$ cat src/rtl/regfile_pkg.sv
// Shared constants and write-lane bundle type for the multi-port MIPS register file.
package regfile_pkg;

  localparam int unsigned DATA_W_DEF = 32;
  localparam int unsigned ADDR_W_DEF = 5;
  localparam int unsigned REG_ZERO   = 0;

  typedef struct packed {
    logic                  en;
    logic [ADDR_W_DEF-1:0] addr;
    logic [DATA_W_DEF-1:0] data;
  } wr_lane_t;

endpackage

$ cat src/rtl/reg_file_rd_port.sv
// One combinational read port: stored-value mux, same-cycle write bypass, zero register
// and busy lookup.
module reg_file_rd_port
  import regfile_pkg::*;
#(
  parameter int unsigned DATA_W   = DATA_W_DEF,
  parameter int unsigned ADDR_W   = ADDR_W_DEF,
  parameter bit          BYPASS   = 1'b1,
  parameter bit          ZERO_REG = 1'b1,
  parameter type         lane_t   = wr_lane_t,
  localparam int unsigned DEPTH   = 1 << ADDR_W
) (
  input  logic [ADDR_W-1:0] addr_i,
  input  logic [DATA_W-1:0] regs_i [DEPTH],
  input  logic [DEPTH-1:0]  busy_i,
  input  lane_t             lane0_i,
  input  lane_t             lane1_i,
  input  logic              issue_en_i,
  input  logic [ADDR_W-1:0] issue_r_i,
  output logic [DATA_W-1:0] rdata_c,
  output logic              rbusy_c
);

  logic hit0;
  logic hit1;
  logic issue_hit;

  always_comb begin
    hit0      = lane0_i.en && (lane0_i.addr == addr_i);
    hit1      = lane1_i.en && (lane1_i.addr == addr_i);
    issue_hit = issue_en_i && (issue_r_i == addr_i);
    rdata_c   = regs_i[addr_i];
    rbusy_c   = busy_i[addr_i];
    if (BYPASS) begin
      if (hit1) begin
        rdata_c = lane1_i.data;
      end else if (hit0) begin
        rdata_c = lane0_i.data;
      end
      // A retiring write clears the hazard unless a new producer issues in the same cycle.
      if ((hit0 || hit1) && !issue_hit) begin
        rbusy_c = 1'b0;
      end
    end
    if (ZERO_REG && (addr_i == ADDR_W'(REG_ZERO))) begin
      rdata_c = '0;
      rbusy_c = 1'b0;
    end
  end

endmodule

$ cat src/rtl/reg_file_mp.sv
// Two-write, two-read register file with optional bypass, hardwired r0 and a per-register
// busy scoreboard for decode-stage RAW hazard detection.
module reg_file_mp
  import regfile_pkg::*;
#(
  parameter int unsigned DATA_W   = DATA_W_DEF,
  parameter int unsigned ADDR_W   = ADDR_W_DEF,
  parameter bit          BYPASS   = 1'b1,
  parameter bit          ZERO_REG = 1'b1
) (
  input  logic              clk,
  input  logic              rst,
  input  logic [ADDR_W-1:0] rA,
  input  logic [ADDR_W-1:0] rB,
  output logic [DATA_W-1:0] aData,
  output logic [DATA_W-1:0] bData,
  output logic              aBusy,
  output logic              bBusy,
  input  logic              wEnable0,
  input  logic [ADDR_W-1:0] dR0,
  input  logic [DATA_W-1:0] wData0,
  input  logic              wEnable1,
  input  logic [ADDR_W-1:0] dR1,
  input  logic [DATA_W-1:0] wData1,
  input  logic              issueEn,
  input  logic [ADDR_W-1:0] issueR
);

  localparam int unsigned DEPTH = 1 << ADDR_W;

  typedef struct packed {
    logic              en;
    logic [ADDR_W-1:0] addr;
    logic [DATA_W-1:0] data;
  } lane_t;

  logic [DATA_W-1:0] regs_q [DEPTH];
  logic [DATA_W-1:0] regs_d [DEPTH];
  logic [DEPTH-1:0]  busy_q;
  logic [DEPTH-1:0]  busy_d;
  lane_t             lane0;
  lane_t             lane1;
  logic              issue_en;

  // Lanes and issue are masked during reset so nothing leaks through bypass or the scoreboard.
  always_comb begin
    lane0.en   = wEnable0 && !rst;
    lane0.addr = dR0;
    lane0.data = wData0;
    lane1.en   = wEnable1 && !rst;
    lane1.addr = dR1;
    lane1.data = wData1;
    issue_en   = issueEn && !rst;
  end

  always_comb begin
    regs_d = regs_q;
    busy_d = busy_q;
    // Lane 1 applied last so it wins an address collision.
    if (lane0.en && !(ZERO_REG && (lane0.addr == ADDR_W'(REG_ZERO)))) begin
      regs_d[lane0.addr] = lane0.data;
    end
    if (lane1.en && !(ZERO_REG && (lane1.addr == ADDR_W'(REG_ZERO)))) begin
      regs_d[lane1.addr] = lane1.data;
    end
    if (lane0.en) busy_d[lane0.addr] = 1'b0;
    if (lane1.en) busy_d[lane1.addr] = 1'b0;
    if (issue_en) busy_d[issueR] = 1'b1;
    if (ZERO_REG) busy_d[REG_ZERO] = 1'b0;
  end

  always_ff @(posedge clk or posedge rst) begin
    if (rst) begin
      regs_q <= '{default: '0};
      busy_q <= '0;
    end else begin
      regs_q <= regs_d;
      busy_q <= busy_d;
    end
  end

  reg_file_rd_port #(
    .DATA_W  (DATA_W),
    .ADDR_W  (ADDR_W),
    .BYPASS  (BYPASS),
    .ZERO_REG(ZERO_REG),
    .lane_t  (lane_t)
  ) u_rd_a (
    .addr_i    (rA),
    .regs_i    (regs_q),
    .busy_i    (busy_q),
    .lane0_i   (lane0),
    .lane1_i   (lane1),
    .issue_en_i(issue_en),
    .issue_r_i (issueR),
    .rdata_c   (aData),
    .rbusy_c   (aBusy)
  );

  reg_file_rd_port #(
    .DATA_W  (DATA_W),
    .ADDR_W  (ADDR_W),
    .BYPASS  (BYPASS),
    .ZERO_REG(ZERO_REG),
    .lane_t  (lane_t)
  ) u_rd_b (
    .addr_i    (rB),
    .regs_i    (regs_q),
    .busy_i    (busy_q),
    .lane0_i   (lane0),
    .lane1_i   (lane1),
    .issue_en_i(issue_en),
    .issue_r_i (issueR),
    .rdata_c   (bData),
    .rbusy_c   (bBusy)
  );

endmodule

$ cat config.mk
export PLATFORM = sky130hd
export DESIGN_NAME = reg_file_mp
export DESIGN_NICKNAME = d
export VERILOG_FILES = /design/src/rtl/regfile_pkg.sv /design/src/rtl/reg_file_rd_port.sv /design/src/rtl/reg_file_mp.sv
export SDC_FILE = /design/constraint.sdc
export NUM_CORES = 2
export LEC_CHECK = 0
export CAP_MARGIN = 20
export CORE_UTILIZATION = 42
export DETAILED_ROUTE_END_ITERATION = 12
export GPL_ROUTABILITY_DRIVEN = 0
export PLACE_DENSITY_LB_ADDON = 0.05
export SYNTH_ARGS = -nofsm -noshare
export SYNTH_HDL_FRONTEND = slang
export SYNTH_SLANG_ARGS = --single-unit
export TNS_END_PERCENT = 20
$ cat constraint.sdc
create_clock -name clk -period 31.2 [get_ports clk]
set_input_delay 3.12 -clock clk [delete_from_list [all_inputs] [get_ports clk]]
set_output_delay 3.12 -clock clk [all_outputs]
set_load 0.02 [all_outputs]
==> impl_metrics.yaml <==
outcome:
  status: "complete, but fails checks"
  violations: "slew limit"
job:
  cap_violations: 0
detailed_routing:
  drt_first_pass_iters: 6
  drt_iter0_markers: 7246
  ant_nets: 0
  wire_per_inst_um: 37.8
  wirelength_mm: 313
  vias: 55100
  drc: 0
  avgViaCountPerCell: 6.65
floorplan:
  initial_utilization: 0.424
  coreArea_um2: 159000
  die_h_um: 402
  die_x_um: 402
  ioPinCount: 160
  die_area_um2: 162000
  row_count: 146
sta:
  tns_ns: 0
  tightest_slew_ns: 1.55
  fmax_mhz: 83.1
  relSlewSlack: -0.0314
  final_max_slew_viol_count: 1
  setup_viol: 0
  finalCritPeriodShare: 0.385
  clock_skew_ns: 0
  rsz0062_at_grt: "no"
  fin_crit_ns: 12.03
  hold_viol: 0
worst_setup_path:
  path_cells: "buf_2 -> inv_2 -> buf_4 -> a221o_1 -> or3_2 -> nand3_1 -> buf_8 -> o21ai_0 -> clkdlybuf4s50_1"
  max_stage_delay_ns: 1.04
  critPathBufInv: 5
  slowest_stage: "o21ai_0"
  critPathTopFamily: "buffers and inverters"
  cp.arrival_ns: 8.91
  crit_fanout: 35
  cp.required_ns: 28.08
  crit_path_end_kind: "output port"
  start_kind: "input port"
  critPathKind: "in2out"
grt:
  antenna_found_initial: 15
  grt_max_degree: 150
  gr-total-overflow: 0
  grt_pass1_wl_mm: 435
  first_global_vias: 52300
  grtUsageTotal: 0.382
finish:
  seqCellArea_um2: 26400
  final_core_util: 0.469
  final_cell_mix: "1090 x mux2i_1, 1055 x dfrtp_1, 578 x a21oi_1, 578 x nor2_1, 556 x nand2_1"
  nets: 6199
  multiInputGateArea_um2: 37600
  drive_gt1_frac: 0.178
  final_common_cell: "mux2i_1"
  fillers: 14500
  synthToLayoutAreaGrowth_pct: 10.7
synthesis:
  netlist_area_um2: 67300
  syn-num-nets: 6502
  synth_flop_cell: "dfrtp_1"
  synth-seq-cells: 1055
  ys_types: 55
  ys_seq_area_frac: 0.392
  synth_edf_count: 0
  avgSynthCellArea_um2: 10.5
  yosysWarnings: 0
  synthArstFlopShare: 1.00
  syn_inst: 6408
clocking:
  cts_setup_buffers: 0
  cts_buffers: 133
  cts_max_path_buffers: 3
  cts_max_level: 4
  cts_sinks: 1055
  postCtsHoldBufs: 0
  cts_resized: 0
  clkTransAtPathRegs_ns: 0.06
  clock_latency_ns: 0.78
  cts_root_buf: "clkbuf_16"
  cts_tree: "yes"
min_path:
  hold_path.class: "reg2reg"
placement:
  io_buffers: 159
  dpl.hpwl_mm: 182
power_and_ir_drop:
  powerDensity_nw_per_um2: 63.5
  p_leak_uw: 0.0315
  ir_worst_vdd_mv: 0.0600
power breakdown:
| part | switching [uW] | internal [uW] |
|---|---|---|
| Sequential | 270 | 1690 |
| Combinational | 573 | 605 |
| Clock | 655 | 933 |
| Total | 1500 | 3230 |
area by class of cell:
class                      instances  area share
antenna                            3    0.000101
clock buffer                     198      0.0528
clock inverter                    32     0.00517
inverter                          50     0.00257
multi-input combinational       4480       0.504
sequential                      1055       0.354
tap                             2072      0.0348
timing repair buffer             385      0.0457
Yosys cell counts, types with 17 or more instances:
cell type | number | area (um^2)
mux2_2 | 61 | 687
a22oi_1 | 48 | 360
xor2_1 | 17 | 149
dfrtp_1 | 1055 | 26400
mux2i_1 | 1090 | 10900
o21ai_0 | 550 | 2750
a21oi_1 | 580 | 2900
a32oi_1 | 34 | 298
buf_4 | 64 | 480
buf_6 | 21 | 236
nand2_1 | 585 | 2200
nor2b_1 | 17 | 106
buf_2 | 148 | 741
clkbuf_1 | 525 | 1970
nor2_1 | 604 | 2270
nand3_1 | 21 | 105
nor4_1 | 18 | 113
nor3_1 | 39 | 195
o22ai_1 | 43 | 269
mux4_2 | 519 | 11700
buf_1 | 63 | 236
a31oi_1 | 35 | 219
a221oi_1 | 18 | 158
inv_1 | 49 | 184
o221ai_1 | 26 | 228
metal layers:
| layer | up-vias | GRT usage | part of all wire |
|---|---|---|---|
| li1 | 22800 | - | - |
| met1 | 28300 | 0.530 | 0.42 |
| met2 | 3263 | 0.564 | 0.44 |
| met3 | 722 | 0.0903 | 0.096 |
| met4 | 6 | 0.179 | 0.052 |
| met5 | - | 0 | 0.00015 |
kinds of logic after synthesis:
group	Yosys count	share of synthesized area
buf+inv	873	0.0577
mux	1670	0.346
simple gates	1364	0.0823
xor+xnor	28	0.00364
flops	1055	0.392
compound gates	1418	0.118
metrics by stage:
stage                     cells  area [um^2]  hold WS, ns  power (uW)  setup WS (ns)
after floorplan            6408        67300        0.441        2730          13.53
after global placement     8034        70100        0.379        3090          18.82
after detailed placement   8041        70200        0.384        3120          19.34
after CTS                  8271        74500        0.398        4710          19.31
after global routing       8273        74500        0.405        4900          19.01
final                      8275        74500        0.398        4730          19.17
worst paths after layout:
kind | cells past startpoint | slack (ns) | end | start
max | 9 | 19.17 | aData[28] | rA[3]
max in group asynchronous | 7 | 24.20 | regs_q[79]$_DFF_PP0_ | rst
min in group asynchronous | 3 | 3.07 | regs_q[165]$_DFF_PP0_ | rst
min reg2reg | 0 | 0.40 | regs_q[1002]$_DFF_PP0_ | regs_q[1002]$_DFF_PP0_
min | 0 | 0.40 | regs_q[1002]$_DFF_PP0_ | regs_q[1002]$_DFF_PP0_
max reg2reg | 2 | 30.27 | regs_q[984]$_DFF_PP0_ | regs_q[984]$_DFF_PP0_
registers in the layout, indices dropped and copies added (netlist names):
| signal | cells |
|---|---|
| busy_q | 31 |
| regs_q | 1024 |
worst register-to-register path, delay by kind of cell (launching register included):
family	cells	cell delay, ns
flops	1	0.41
compound gates	2	0.34
Note: power is estimated with default switching activity, not from simulation.
